--- src/rtl/uart_receiver.sv ---
// 16x-oversampled 8N1 UART receiver with framing-error detection.
// Optional even-parity checking is enabled by defining UART_RX_PARITY_EN.
module uart_receiver #(
    parameter int DATA_WIDTH   = 8,
    parameter int SAMPLE_WIDTH = 9,
    parameter int SAMPLE_LIMIT = 326,
    parameter int OVERSAMPLE   = 16
) (
    input  logic                  clock,
    input  logic                  reset,
    input  logic                  rx,
    output logic [DATA_WIDTH-1:0] rx_data,
    output logic                  rx_valid,
    output logic                  frame_error,
    output logic                  busy
`ifdef UART_RX_PARITY_EN
    ,
    output logic                  parity_error
`endif
);

    localparam int N_W = (DATA_WIDTH > 1) ? $clog2(DATA_WIDTH) : 1;

    localparam logic [SAMPLE_WIDTH-1:0] PRESC_LAST = SAMPLE_WIDTH'(SAMPLE_LIMIT - 1);
    localparam logic [3:0]              S_LAST     = 4'(OVERSAMPLE - 1);
    localparam logic [3:0]              S_MID      = 4'(OVERSAMPLE / 2 - 1);
    localparam logic [N_W-1:0]          N_LAST     = N_W'(DATA_WIDTH - 1);

    localparam logic [2:0] IDLE      = 3'd0;
    localparam logic [2:0] START     = 3'd1;
    localparam logic [2:0] DATA      = 3'd2;
    localparam logic [2:0] STOP      = 3'd3;
    localparam logic [2:0] WAIT_HIGH = 3'd4;
`ifdef UART_RX_PARITY_EN
    localparam logic [2:0] PARITY    = 3'd5;
`endif

    logic                    sync1_q;
    logic                    rx_s_q;
    logic [2:0]              state_q, state_d;
    logic [SAMPLE_WIDTH-1:0] presc_q, presc_d;
    logic [3:0]              s_q, s_d;
    logic [N_W-1:0]          n_q, n_d;
    logic [DATA_WIDTH-1:0]   b_q, b_d;
    logic [DATA_WIDTH-1:0]   data_q, data_d;
    logic                    valid_q, valid_d;
    logic                    ferr_q, ferr_d;
    logic                    tick;
`ifdef UART_RX_PARITY_EN
    logic                    par_q, par_d;
    logic                    perr_q, perr_d;
`endif

    assign tick = (presc_q == PRESC_LAST);

    always_comb begin
        state_d = state_q;
        presc_d = tick ? '0 : presc_q + 1'b1;
        s_d     = s_q;
        n_d     = n_q;
        b_d     = b_q;
        data_d  = data_q;
        valid_d = 1'b0;
        ferr_d  = 1'b0;
`ifdef UART_RX_PARITY_EN
        par_d   = par_q;
        perr_d  = 1'b0;
`endif
        case (state_q)
            IDLE: begin
                // Restarting the prescaler aligns tick phase to the start edge.
                if (!rx_s_q) begin
                    state_d = START;
                    s_d     = '0;
                    presc_d = '0;
                end
            end
            START: begin
                if (tick) begin
                    if (s_q == S_MID) begin
                        s_d = '0;
                        n_d = '0;
                        state_d = rx_s_q ? IDLE : DATA;
                    end else begin
                        s_d = s_q + 4'd1;
                    end
                end
            end
            DATA: begin
                if (tick) begin
                    if (s_q == S_LAST) begin
                        b_d = {rx_s_q, b_q[DATA_WIDTH-1:1]};
                        s_d = '0;
                        if (n_q == N_LAST) begin
`ifdef UART_RX_PARITY_EN
                            state_d = PARITY;
`else
                            state_d = STOP;
`endif
                        end else begin
                            n_d = n_q + 1'b1;
                        end
                    end else begin
                        s_d = s_q + 4'd1;
                    end
                end
            end
`ifdef UART_RX_PARITY_EN
            PARITY: begin
                if (tick) begin
                    if (s_q == S_LAST) begin
                        par_d   = rx_s_q;
                        s_d     = '0;
                        state_d = STOP;
                    end else begin
                        s_d = s_q + 4'd1;
                    end
                end
            end
`endif
            STOP: begin
                // Leaving at mid stop bit leaves half a bit to catch the next start edge.
                if (tick) begin
                    if (s_q == S_LAST) begin
                        s_d = '0;
                        if (rx_s_q) begin
                            state_d = IDLE;
`ifdef UART_RX_PARITY_EN
                            if (^{b_q, par_q}) begin
                                perr_d = 1'b1;
                            end else begin
                                data_d  = b_q;
                                valid_d = 1'b1;
                            end
`else
                            data_d  = b_q;
                            valid_d = 1'b1;
`endif
                        end else begin
                            ferr_d  = 1'b1;
                            state_d = WAIT_HIGH;
                        end
                    end else begin
                        s_d = s_q + 4'd1;
                    end
                end
            end
            WAIT_HIGH: begin
                if (rx_s_q) begin
                    state_d = IDLE;
                end
            end
            default: state_d = IDLE;
        endcase
    end

    always_ff @(posedge clock or posedge reset) begin
        if (reset) begin
            sync1_q <= 1'b1;
            rx_s_q  <= 1'b1;
            state_q <= IDLE;
            presc_q <= '0;
            s_q     <= '0;
            n_q     <= '0;
            b_q     <= '0;
            data_q  <= '0;
            valid_q <= 1'b0;
            ferr_q  <= 1'b0;
`ifdef UART_RX_PARITY_EN
            par_q   <= 1'b0;
            perr_q  <= 1'b0;
`endif
        end else begin
            sync1_q <= rx;
            rx_s_q  <= sync1_q;
            state_q <= state_d;
            presc_q <= presc_d;
            s_q     <= s_d;
            n_q     <= n_d;
            b_q     <= b_d;
            data_q  <= data_d;
            valid_q <= valid_d;
            ferr_q  <= ferr_d;
`ifdef UART_RX_PARITY_EN
            par_q   <= par_d;
            perr_q  <= perr_d;
`endif
        end
    end

    assign rx_data     = data_q;
    assign rx_valid    = valid_q;
    assign frame_error = ferr_q;
    assign busy        = (state_q != IDLE);
`ifdef UART_RX_PARITY_EN
    assign parity_error = perr_q;
`endif

endmodule

--- config.mk ---
export PLATFORM = sky130hd
export DESIGN_NAME = uart_receiver
export DESIGN_NICKNAME = d
export VERILOG_FILES = /design/src/rtl/uart_receiver.sv
export SDC_FILE = /design/constraint.sdc
export NUM_CORES = 1
export LEC_CHECK = 0
export ABC_AREA = 1
export CAP_MARGIN = 20
export CELL_PAD_IN_SITES_DETAIL_PLACEMENT = 2
export CELL_PAD_IN_SITES_GLOBAL_PLACEMENT = 2
export CORE_MARGIN = 10
export CORE_UTILIZATION = 35
export CTS_CLUSTER_DIAMETER = 120
export DETAILED_ROUTE_END_ITERATION = 10
export GPL_ROUTABILITY_DRIVEN = 0
export PLACE_DENSITY = 0.74
export SETUP_SLACK_MARGIN = 0.5
export SLEW_MARGIN = 20
export SYNTH_ARGS = -nofsm -noshare
export SYNTH_HDL_FRONTEND = slang
export SYNTH_SLANG_ARGS = --single-unit
--- constraint.sdc ---
create_clock -name clock -period 3.05 [get_ports clock]
set_input_delay 0.61 -clock clock [delete_from_list [all_inputs] [get_ports clock]]
set_output_delay 0.61 -clock clock [all_outputs]
set_load 0.02 [all_outputs]
==> results by stage, run 1 <==
Floorplanning:
- The number of top-level design ports is 14.
- The number of standard-cell rows in the floorplan is 26.
- For this configuration, the core starts out at a cell density of 0.366.
- The core area is 0.00520 sq mm.
- In this run the horizontal extent of the chip is 93.7 um.
- The die extent in y is 93.7 um.
- The die covers 0.00879 sq mm.

Global route:
- The number of antenna violations at the first check in global routing is 0.
- The all-layer global routing usage is 0.123.
- The largest net degree at the start of global routing is 40.
- Summed over all layers, the global routing overflow is 0.
- The first-pass GRT wire length is 8650 um.
- The via count of the first global-routing pass is 1746.

Placement:
- The number of cells after detailed placement is 307.
- The estimated wirelength of the detail-placed design is 3730 um.
- The number of port buffers is 13.
- Summing all placed instances gives a cell area of 0.00213 sq mm.

Pwr:
- The fraction of power spent switching nets is 0.187.
- Of the total power, registers draw 0.498.
- The net switching component of the power is 0.196 mW.
- For this design the ratio of total power to cell area is 462 mW/mm^2.
- Of the total power, the clock network draws 0.487.
- VDD sags by at most 0.234 mV.
- Cell internal power was estimated by the tool at 0.850 mW.
- The combinational share of power is 0.015.
- The analysis attributes to cell leakage a power of 1.12 nW.

Timing:
- The clock skew after layout is 0.00846 ns.
- For the pin with the worst max-slew slack, the measured transition is 0.501 ns.
- The total count of hold-check failures in the final report is 0.
- The part of the cycle the worst path needs is 0.715.
- Setup violations remaining at the end of the flow were counted as 0.
- Setup repair after global routing left no endpoint under its margin.
- Summed over all failing endpoints, the final setup total negative slack is 0 ns.
- The final critical delay including setup and external delays is 2.18 ns.
- The maximum clock frequency is 458 MHz.
- The number of pins with negative max-slew slack in the final report is 0.
- The worst pin sits at a relative slew slack of 0.666.

Synth:
- Among all flip-flop cells after synthesis, the most frequent one is sky130_fd_sc_hd__dfrtp_1.
- A synthesized cell averages 8.53 sq um.
- The post-synthesis compound-gate area fraction is 0.0789.
- The adder and majority cell fraction of the synthesized area is 0.0329.
- The post-synthesis net count is 231.
- The simple-gate share of the synthesized area is 0.319.
- The sequential-to-total area share from yosys stat is 0.514.
- Synthesis handed over a netlist of 223 instances.
- Of the total synthesized cell area, the portion taken by XOR and XNOR cells is 0.00920.
- The number of enable flip-flop cells after synthesis is 0.
- The portion of synthesized area spent on multiplexers is 0.
- The dominant combinational cell family by area after synthesis is simple AND/OR/NAND/NOR gates.
- The Yosys step of the flow raised 0 warnings.
- The number of storage elements in the synthesis netlist is 39.
- The cell area that synthesis handed to floorplanning was 0.00190 sq mm.
- The distinct cell type count after synthesis is 28.
- For this run, asynchronously set or reset flops after synthesis account for 1.00.

Routing:
- The initial detailed-routing violation count is 42.
- The DRC violation count after routing is 0.
- The total number of vias is 1563.
- The pre-antenna-repair detailed-routing pass consisted of 4 iterations.
- After detailed routing, the average wire length per cell comes to 16.0 um.
- Wires add up to 5030 um.
- The number of nets with antenna violations after detailed routing is 0.
- The number of vias per cell after detailed routing is 4.96.

Outcome:
- The flow ran to the end, and the final reports show no timing, DRC or antenna violations.

Critical path:
- The worst setup path is captured at an output port.
- The worst path arrival time is 1.57 ns.
- For the worst setup path, the data required time is 2.44 ns.
- The largest single stage delay on the critical path is 0.55 ns.
- Walking the worst path, the cells encountered are nor2_2 > nand2_1 > clkdlybuf4s50_1.
- In this run the worst path has a maximum fanout of 5.
- The slowest cell on the critical path is sky130_fd_sc_hd__clkdlybuf4s50_1.
- By startpoint and endpoint, the worst setup path is classified as reg2out.
- STA classifies the critical path startpoint as a flip-flop.

Clock tree:
- Counting every sink on the clock net gives 39.
- After clock tree synthesis, the setup repair step added 0 buffers.
- The clock tree root driver cell is sky130_fd_sc_hd__clkbuf_8.
- The number of buffers on the longest clock path is 2.
- The quantity of gates resized following cts is 0.
- The number of hold buffers added after CTS was 0.
- The source-to-sink clock delay at the later pin of the worst-skew pair is 0.29 ns.
- After clock tree synthesis, the clock-pin slew on the worst setup and hold paths is 0.08 ns.
- The H-tree depth reported by CTS is 2.
- The clock tree from TritonCTS is done.
- The number of CTS-inserted buffers is 5.

Flow run:
- Max-cap violations in this run came to 0.

Worst hold path:
- The min-delay analysis places its worst path in the category reg2reg.

Final layout:
- The area growth from synthesis to layout is 18.8%.
- The count of placed standard cells in the final layout, fillers left out is 315.
- The area of all placed cells without fillers is 0.00226 sq mm.
- The final layout net count is 252.
- The number of antenna repair diodes is 0.
- In the final layout, the share of cells above drive strength 1 is 0.131.
## sequential cells by signal, summed over array words and instances, names as in the netlist
signal       count
n_q              3
presc_q          9
s_q              4
frame_error      1
rx_valid         1
b_q              8
state_q          3
rx_data          8
rx_s_q           1
sync1_q          1
## layout by cell type (no fill, tap or decap), types with 2 or more instances in the layout
| cell type | count |
|---|---|
| sky130_fd_sc_hd__nand3_4 | 2 |
| sky130_fd_sc_hd__nand3_1 | 11 |
| sky130_fd_sc_hd__ha_1 | 5 |
| sky130_fd_sc_hd__o21bai_1 | 2 |
| sky130_fd_sc_hd__dfrtp_1 | 37 |
| sky130_fd_sc_hd__clkbuf_8 | 5 |
| sky130_fd_sc_hd__nand2_2 | 3 |
| sky130_fd_sc_hd__clkdlybuf4s50_1 | 13 |
| sky130_fd_sc_hd__nand4_1 | 3 |
| sky130_fd_sc_hd__nor3_1 | 4 |
| sky130_fd_sc_hd__nand3b_1 | 2 |
| sky130_fd_sc_hd__o21ai_1 | 3 |
| sky130_fd_sc_hd__nor2_1 | 53 |
| sky130_fd_sc_hd__bufinv_16 | 2 |
| sky130_fd_sc_hd__nor2_4 | 4 |
| sky130_fd_sc_hd__dfstp_2 | 2 |
| sky130_fd_sc_hd__nand2_1 | 40 |
| sky130_fd_sc_hd__inv_1 | 15 |
| sky130_fd_sc_hd__o21ai_0 | 7 |
| sky130_fd_sc_hd__inv_2 | 6 |
| sky130_fd_sc_hd__a21oi_1 | 14 |
## cell usage after synthesis (all sizes together), types with 2 or more instances
library cell,number,area (sq um)
nor2,58,250
nand2,44,180
dfrtp,37,926
inv,21,78.8
a21oi,14,70.1
nand3,14,100
o21ai,10,50.0
ha,5,62.6
nor3,5,36.3
nand4,3,18.8
dfstp,2,52.6
nand3b,2,15.0
o21bai,2,15.0
## power by group through the flow
stage               Combinational (mW)  Clock (mW)  Sequential, mW
floorplan                      0.00952           0           0.530
global placement                0.0163           0           0.531
CTS                             0.0170       0.526           0.520
global route                    0.0187       0.553           0.521
finish                          0.0162       0.509           0.520
detailed placement              0.0170           0           0.531
## routing by layer
metal | up-vias | wire (um) | track usage
met5 | - | 0 | 0
met4 | 0 | 66 | 0.0380
met3 | 7 | 151 | 0.0360
met2 | 14 | 2730 | 0.219
met1 | 778 | 2080 | 0.138
li1 | 764 | - | -
## cells by family after synthesis
| logic type | Yosys count |
|---|---|
| simple gates | 127 |
| flops | 39 |
| compound gates | 28 |
| buf+inv | 22 |
| fa+ha+maj | 5 |
| xor+xnor | 2 |
## final cells by class
cell class              instances  area, sq um
multi-input cells             162          837
flip-flops and latches         39          978
clock inverters                 2         60.1
clock buffers                   6         72.6
repair buffers                 14          138
fillers                       602         2940
inverters                      22         87.6
well taps                      70         87.6
## worst max-delay path: cells and delay by family (launching register included)
family / cells / cell delay [ns]
simple gates: 2 / 0.29
buf+inv: 1 / 0.55
flops: 1 / 0.44
## stage by stage
stage	hold slack, ns	utilization	total power, mW	worst slack, ns
6_report	0.361	0.434	1.05	0.868
5_1_grt	0.368	0.434	1.09	0.750
4_1_cts	0.363	0.434	1.06	0.853
3_5_place_dp	0.351	0.409	0.548	1.18
3_3_place_gp	0.346	0.409	0.547	1.24
2_1_floorplan	0.345	-	0.540	1.55
## path summary, 6_finish.rpt
check | slack [ns] | cells past startpoint | start | to
min in group asynchronous | 0.75 | 3 | reset | presc_q[8]
min | 0.36 | 0 | sync1_q | rx_s_q
max | 0.87 | 3 | state_q[0] | busy
max reg2reg | 1.39 | 7 | s_q[0] | rx_data[7]
max in group asynchronous | 1.94 | 3 | reset | sync1_q
min reg2reg | 0.36 | 0 | sync1_q | rx_s_q
Note: power is estimated with default switching activity, not from simulation.
==> run 2: changes to the inputs <==
==> constraint.sdc (replaced) <==
create_clock -name clock -period 2.2 [get_ports clock]
set_input_delay 0.44 -clock clock [delete_from_list [all_inputs] [get_ports clock]]
set_output_delay 0.44 -clock clock [all_outputs]
set_load 0.02 [all_outputs]
==> results by stage, run 2 (same netlist as run 1, synthesis figures left out) <==
Outcome:
- The flow ran to the end, and the final reports show no timing, DRC or antenna violations.

Timing:
- The worst max-slew margin expressed relative to the limit is 0.672.
- Adding up every negative setup slack in the final design gives 0 ns.
- The number of pins with negative max-slew slack in the final report is 0.
- For the final database, setup skew stands at 0.00489 ns.
- Setup repair after global routing could not meet its margin everywhere.
- The part of the cycle the worst path needs is 0.752.
- The measured slew at the worst slew-check pin is 0.492 ns.
- Subtracting the final worst setup slack from the clock period gives 1.66 ns.
- Static timing analysis puts the maximum clock frequency at 604 MHz.
- Setup violations remaining at the end of the flow were counted as 0.
- The total count of hold-check failures in the final report is 0.

Routing:
- The total number of vias is 1596.
- For this run, design rule violations remaining after detail routing come to 0.
- In the final routed layout, each cell accounts on average for 15.8 um.
- The detailed-router iteration count before antenna repair is 4.
- The routed design has 5090 um of wire.
- The initial detailed-routing violation count is 31.
- The number of vias per cell after detailed routing is 4.96.
- The number of nets with antenna violations after detailed routing is 0.

Clock tree:
- The count of hold-fix buffers inserted at cts is 0.
- In this run, CTS created clock tree buffers numbering 5.
- After clock tree synthesis, the clock-pin slew on the worst setup and hold paths is 0.08 ns.
- The root buffer cell chosen for the clock tree is sky130_fd_sc_hd__clkbuf_8.
- The source-to-sink clock delay at the later pin of the worst-skew pair is 0.29 ns.
- The number of buffers on the longest clock path is 2.
- Clock tree synthesis found a total of 39 sinks.
- The H-tree depth reported by CTS is 2.
- TritonCTS built the clock tree.

Final layout:
- The layout has 607 filler cells.
- Registers take 981 sq um.
- The top cell types in the final layout, fill and taps aside, are sky130_fd_sc_hd__nor2_1 (45), sky130_fd_sc_hd__nand2_1 (39), sky130_fd_sc_hd__dfrtp_1 (35).
- Relative to the synthesized area, the layout overhead comes to 22.3%.
- The number of antenna repair diodes is 0.
- Excluding fillers, the count of instances in the completed layout stands at 322.
- The ratio of cells with drive above 1 in the final layout is 0.206.
- The library cell used most frequently in the layout, excluding fill and tap cells, is sky130_fd_sc_hd__nor2_1.
- The register name with the most flops is presc_q.
- Summing all multi-input logic gate instances after layout gives 897 sq um.
- The register with the most flip-flops in the layout has 9 of them.
- The final layout net count is 259.

Critical path:
- The worst register-to-register path ends at rx_data[6].
- On the critical path the largest part of the delay comes from buffers and inverters.
- On the worst path, the slowest cell contributes a delay of 0.60 ns.
- For the worst setup path, the data required time is 1.76 ns.
- The sort of element at the start of the critical path is a flip-flop.
- The slowest stage of the critical path is the sky130_fd_sc_hd__clkdlybuf4s50_1 cell.
- The register-to-register setup slack is 0.57 ns.
- The worst setup path is captured at an output port.
- The startpoint of the worst register-to-register path is s_q[0].
- The largest fanout of any net on the critical path is 1.
- The critical path in this run is classified as reg2out.
- The signal on the critical path passes through clkdlybuf4s50_1.
- The number of cells traversed by the worst register-to-register path is 8.
- STA puts the critical path data arrival time at 1.22 ns.
- The buffers plus inverters on the worst setup path is 1.

Flow run:
- Max-cap violations in this run came to 0.

Placement:
- Buffers placed on the I/O ports in this run total 13.
- The estimated wirelength of the detail-placed design is 3800 um.
- After detailed placement, the design holds a cell count of 307.

Floorplanning:
- The number of standard-cell rows in the floorplan is 26.
- The die width is 93.7 um.
- The core area is 0.00520 sq mm.
- The die extent in y is 93.7 um.
- The die footprint is 0.00879 sq mm.
- The starting density of the core is 0.366.
- 14 I/O pins were placed.

Worst hold path:
- The worst hold path belongs to the class reg2reg.
- The path with the worst hold slack has its endpoint at rx_s_q.
- The worst hold path was traced through 0 stages.
- The startpoint identified for the worst hold timing path is sync1_q.

Pwr:
- IR analysis of the VDD net gives a maximum drop of 0.267 mV.
- In this run the power density over the cells is 521 mW/mm^2.
- The leakage power of the design is 1.21 nW.

Global route:
- Across every metal layer, demand over resource in global routing totals 0.126.
- The largest net degree at the start of global routing is 40.
- The via count of the first global-routing pass is 1819.
- The number of antenna violations at the first check in global routing is 0.
- The first global-routing pass estimated 9000 um of wire.
- The total overflow left after global routing is 0.
==> run 2: changes by cell type in the layout (fill, tap and decap cells not counted), moves of 4 or more <==
cell                              previous run  this run
sky130_fd_sc_hd__clkdlybuf4s50_1            13         3
sky130_fd_sc_hd__dlygate4sd2_1               0         8
sky130_fd_sc_hd__nor2_1                     53        45
sky130_fd_sc_hd__buf_4                       1         7
sky130_fd_sc_hd__nor2_2                      1         5
sky130_fd_sc_hd__nor2_4                      4         8
==> run 2: worst max path at each step <==
stage                 from     endpoint  slack [ns]  depth (start not counted)
3_3_place_gp    state_q[0]         busy        0.56                          3
2_1_floorplan       s_q[0]   state_q[0]        0.84                          8
4_1_cts         state_q[0]         busy        0.49                          3
3_5_place_dp        s_q[0]   rx_data[0]        0.51                          7
6_report       frame_error  frame_error        0.54                          1
5_1_grt             s_q[0]   rx_data[7]        0.45                          8
==> run 2: cell type report <==
class,count,share of cell area
clock buffers,7,0.0328
clock inverters,1,0.00215
inverters,22,0.0387
multi-input cells,162,0.385
flip-flops and latches,39,0.422
well taps,70,0.0376
repair buffers,21,0.0817
==> run 2: per-layer routing <==
| metal | routed length (um) | track usage | share of wire |
|---|---|---|---|
| met5 | 0 | 0 | 0 |
| met1 | 2210 | 0.138 | 0.43 |
| met4 | 57 | 0.0418 | 0.011 |
| met2 | 2740 | 0.234 | 0.54 |
| met3 | 91 | 0.0240 | 0.018 |
==> run 2: through the flow <==
stage / area [sq um] / util / setup WS [ns] / hold slack, ns / total power, mW
2_1_floorplan: 1900 / - / 0.844 / 0.345 / 0.748
3_3_place_gp: 2130 / 0.409 / 0.559 / 0.346 / 0.758
3_5_place_dp: 2130 / 0.409 / 0.506 / 0.350 / 0.759
4_1_cts: 2230 / 0.428 / 0.489 / 0.361 / 1.24
5_1_grt: 2330 / 0.447 / 0.451 / 0.366 / 1.27
6_report: 2330 / 0.447 / 0.545 / 0.360 / 1.21
==> run 2: repair_timing <==
action,in CTS,in global routing
setup endpoints to repair,11,27
buffers inserted,1,6
pin swaps,1,13
resized for setup,13,19
==> run 2: power breakdown <==
part           total, mW  internal (mW)  switching [mW]
Clock              0.468          0.223           0.246
Sequential         0.721          0.720         0.00182
Combinational     0.0222        0.00499          0.0173
==> run 3: changes to the inputs <==
--- a/config.mk
+++ b/config.mk
@@ -10,11 +10,11 @@
 export CELL_PAD_IN_SITES_DETAIL_PLACEMENT = 2
 export CELL_PAD_IN_SITES_GLOBAL_PLACEMENT = 2
 export CORE_MARGIN = 10
-export CORE_UTILIZATION = 35
+export CORE_UTILIZATION = 32
 export CTS_CLUSTER_DIAMETER = 120
 export DETAILED_ROUTE_END_ITERATION = 10
 export GPL_ROUTABILITY_DRIVEN = 0
-export PLACE_DENSITY = 0.74
+export PLACE_DENSITY = 0.71
 export SETUP_SLACK_MARGIN = 0.5
 export SLEW_MARGIN = 20
 export SYNTH_ARGS = -nofsm -noshare
==> constraint.sdc (replaced) <==
create_clock -name clock -period 1.5 [get_ports clock]
set_input_delay 0.3 -clock clock [delete_from_list [all_inputs] [get_ports clock]]
set_output_delay 0.3 -clock clock [all_outputs]
set_load 0.02 [all_outputs]
==> results by stage, run 3 (same netlist as run 1, synthesis figures left out) <==
Floorplanning:
- For this configuration, the core starts out at a cell density of 0.325.
- The core area is 0.00585 sq mm.
- Measured along the x axis, the die boundary spans 97.1 um.
- During I/O placement, the number of pins put on the boundary was 14.
- The die footprint is 0.00943 sq mm.
- After floorplanning, the core was divided into 28 placement rows.
- The die extent in y is 97.1 um.

Final layout:
- The number of antenna repair diodes is 0.
- The final layout net count is 296.
- The count of placed standard cells in the final layout, fillers left out is 364.
- The combined area of the multi-input logic cells is 0.00105 sq mm.
- Compared with the post-synthesis result, the final layout area differs by 50.0%.
- Fill cells in the final layout number 643.
- The flip-flop count of the largest register after layout is 9.
- The library cells used most frequently in the layout, excluding fill and tap cells, are sky130_fd_sc_hd__nor2_1 (36), sky130_fd_sc_hd__dfrtp_1 (36), sky130_fd_sc_hd__buf_4 (35).
- Measured on the finished design, the core utilization comes to 0.488.
- The register area is 980 sq um.
- Counting flops per register, the top entry is presc_q.
- In the final layout, the share of cells above drive strength 1 is 0.495.

Routing:
- After detailed routing, the number of remaining DRC violations is 0.
- The detailed-route wire length is 5950 um.
- Once detail routing completed, the nets flagged for antenna violations numbered 0.
- The detailed-router iteration count before antenna repair is 4.
- The final route contains 1736 vias.
- For this block, the initial DRC count from the detailed router was 27.
- Dividing the detail-routed wire length by the instance count gives 16.3 um.
- After detailed routing, the number of vias per cell comes to 4.77.

Timing:
- The part of the cycle the worst path needs is 1.01.
- Across all setup checks in the final design, the least slack found is -0.0160 ns.
- The final critical delay including setup and external delays is 1.52 ns.
- The worst pin sits at a relative slew slack of 0.800.
- After routing, the total negative slack on setup checks comes to -0.0160 ns.
- The total count of hold-check failures in the final report came to 0.
- Setup repair after global routing could not meet its margin everywhere.
- Setup violations remaining at the end of the flow were counted as 2.
- On the final layout, the worst clock skew is 0.0122 ns.
- The number of pins with negative max-slew slack in the final report is 0.
- The maximum clock frequency is 660 MHz.
- At the pin with the least slew margin, the transition time is 0.300 ns.

Critical path:
- The sort of element at the start of the critical path is a flip-flop.
- STA puts the critical path data required time at 1.69 ns.
- The critical path goes through ha_2 > nand2_2 > nor2_4 > nor2_2 > nor2_2 > nand2_2 > o21bai_1 > nand2_1.
- The worst setup path is captured at a flip-flop.
- The worst path arrival time is 1.71 ns.
- The largest fanout of any net on the critical path is 4.
- Counting cells, the worst reg-to-reg path comes to 8.
- The critical path class is reg2reg.
- The slowest cell on the critical path is sky130_fd_sc_hd__dfrtp_1.
- The register-to-register setup slack is -0.02 ns.
- For this run, the slowest stage of the critical path takes 0.37 ns.
- The critical register-to-register path endpoint is state_q[1].
- The worst register-to-register path begins at s_q[0].

Clock tree:
- The clock net in this run drives a total of 39 sinks.
- TritonCTS created 5 clock buffers.
- In this run the number of H-tree levels came out at 2.
- The longest clock path from root to sink contains 2 buffers.
- TritonCTS built the clock tree.
- The count of hold-fix buffers inserted at cts is 0.
- The source-to-sink clock delay at the later pin of the worst-skew pair is 0.30 ns.
- The clock tree root driver cell is sky130_fd_sc_hd__clkbuf_8.
- The clock transition at the registers of the reported paths is 0.09 ns.

Placement:
- After legalization and detailed placement, the total HPWL measured 4070 um.
- The number of cells after detailed placement is 339.
- The worst setup slack before clock tree synthesis is -0.0463 ns.
- Input and output buffers added on the ports amount to 13.

Global route:
- The number of antenna violations at the first check in global routing is 0.
- Entering global routing, the biggest net connects 23 pins.
- The all-layer global routing usage is 0.126.
- The via count of the first global-routing pass is 1951.
- The final global-route overflow total is 0.
- The first-pass GRT wire length is 9860 um.

Outcome:
- The final reports fail on negative setup slack.
- The flow ran to the end, but the final reports show violations.

Pwr:
- Of the total power, the share spent switching nets is 0.240.
- The internal portion of the total power is 1.40 mW.
- The share of total power dissipated in sequential elements is 0.575.
- The combinational share of power is 0.028.
- The leakage power of the design is 1.40 nW.
- Of the total power, the clock network draws 0.397.
- The net switching component of the power is 0.442 mW.
- Power spread over the standard cell area amounts to 645 mW/mm^2.
- The completed layout was analyzed and its total power is 1.84 mW.
- The peak supply drop is 0.414 mV.

Worst hold path:
- The path class of the tightest hold or removal check is in2async.

Flow run:
- The max-capacitance violation count is 0.
-- run 3: cell count changes in the layout (fill, tap and decap cells not counted), moves of 5 or more --
cell,delta
sky130_fd_sc_hd__nand2_2,+13
sky130_fd_sc_hd__nand3_1,-5
sky130_fd_sc_hd__dlygate4sd2_1,-8
sky130_fd_sc_hd__buf_4,+28
sky130_fd_sc_hd__o21ai_0,-5
sky130_fd_sc_hd__nor2_1,-9
sky130_fd_sc_hd__nor2_2,+9
sky130_fd_sc_hd__buf_6,+19
sky130_fd_sc_hd__nand2_1,-14
-- run 3: power groups by stage --
stage / Combinational, mW / Clock [mW] / Sequential [mW]
6_report: 0.0514 / 0.732 / 1.06
5_1_grt: 0.0581 / 0.815 / 1.06
4_1_cts: 0.0493 / 0.761 / 1.06
3_5_place_dp: 0.0489 / 0 / 1.08
3_3_place_gp: 0.0491 / 0 / 1.08
2_1_floorplan: 0.0199 / 0 / 1.08
-- run 3: worst max-delay path by stage --
stage | from | to | slack [ns] | cells after the start
global route | presc_q[1] | rx_data[7] | -0.13 | 9
global placement | s_q[0] | state_q[1] | 0.001 | 8
detailed placement | s_q[0] | state_q[1] | -0.05 | 8
floorplan | s_q[1] | rx_data[0] | 0.16 | 8
CTS | s_q[0] | state_q[1] | 0.02 | 8
finish | s_q[0] | state_q[1] | -0.02 | 8
-- run 3: final cells by class --
type                            instances  area share
Clock inverter                          3     0.00701
Sequential cell                        39       0.343
Tap cell                               75      0.0329
Timing Repair Buffer                   58       0.188
Multi-Input combinational cell        162       0.370
Clock buffer                            5      0.0241
Inverter                               22      0.0351
-- run 3: repair_timing --
action                                  CTS  global route
endpoints found under the setup margin   48            48
resized for setup                       101            35
pin swaps                                19            10
setup buffers                            10             7
-- run 3: layer usage --
metal / vias up / track usage / part of all wire
met5: - / 0 / 0
met4: 0 / 0.0375 / 0.015
met3: 8 / 0.0313 / 0.023
met2: 15 / 0.210 / 0.51
met1: 864 / 0.155 / 0.45
li1: 849 / - / -
-- run 3: through the flow --
step | instance area (sq um) | hold slack (ns)
finish | 2850 | 0.286
global placement | 2390 | 0.347
CTS | 2690 | 0.286
floorplan | 1930 | 0.272
detailed placement | 2390 | 0.348
global route | 2850 | 0.311
-- run 3: critical path, delay by kind of cell (launching register included) --
kind / cells / cell delay [ns]
simple gates: 6 / 0.66
compound gates: 1 / 0.18
flops: 1 / 0.37
fa+ha+maj: 1 / 0.19
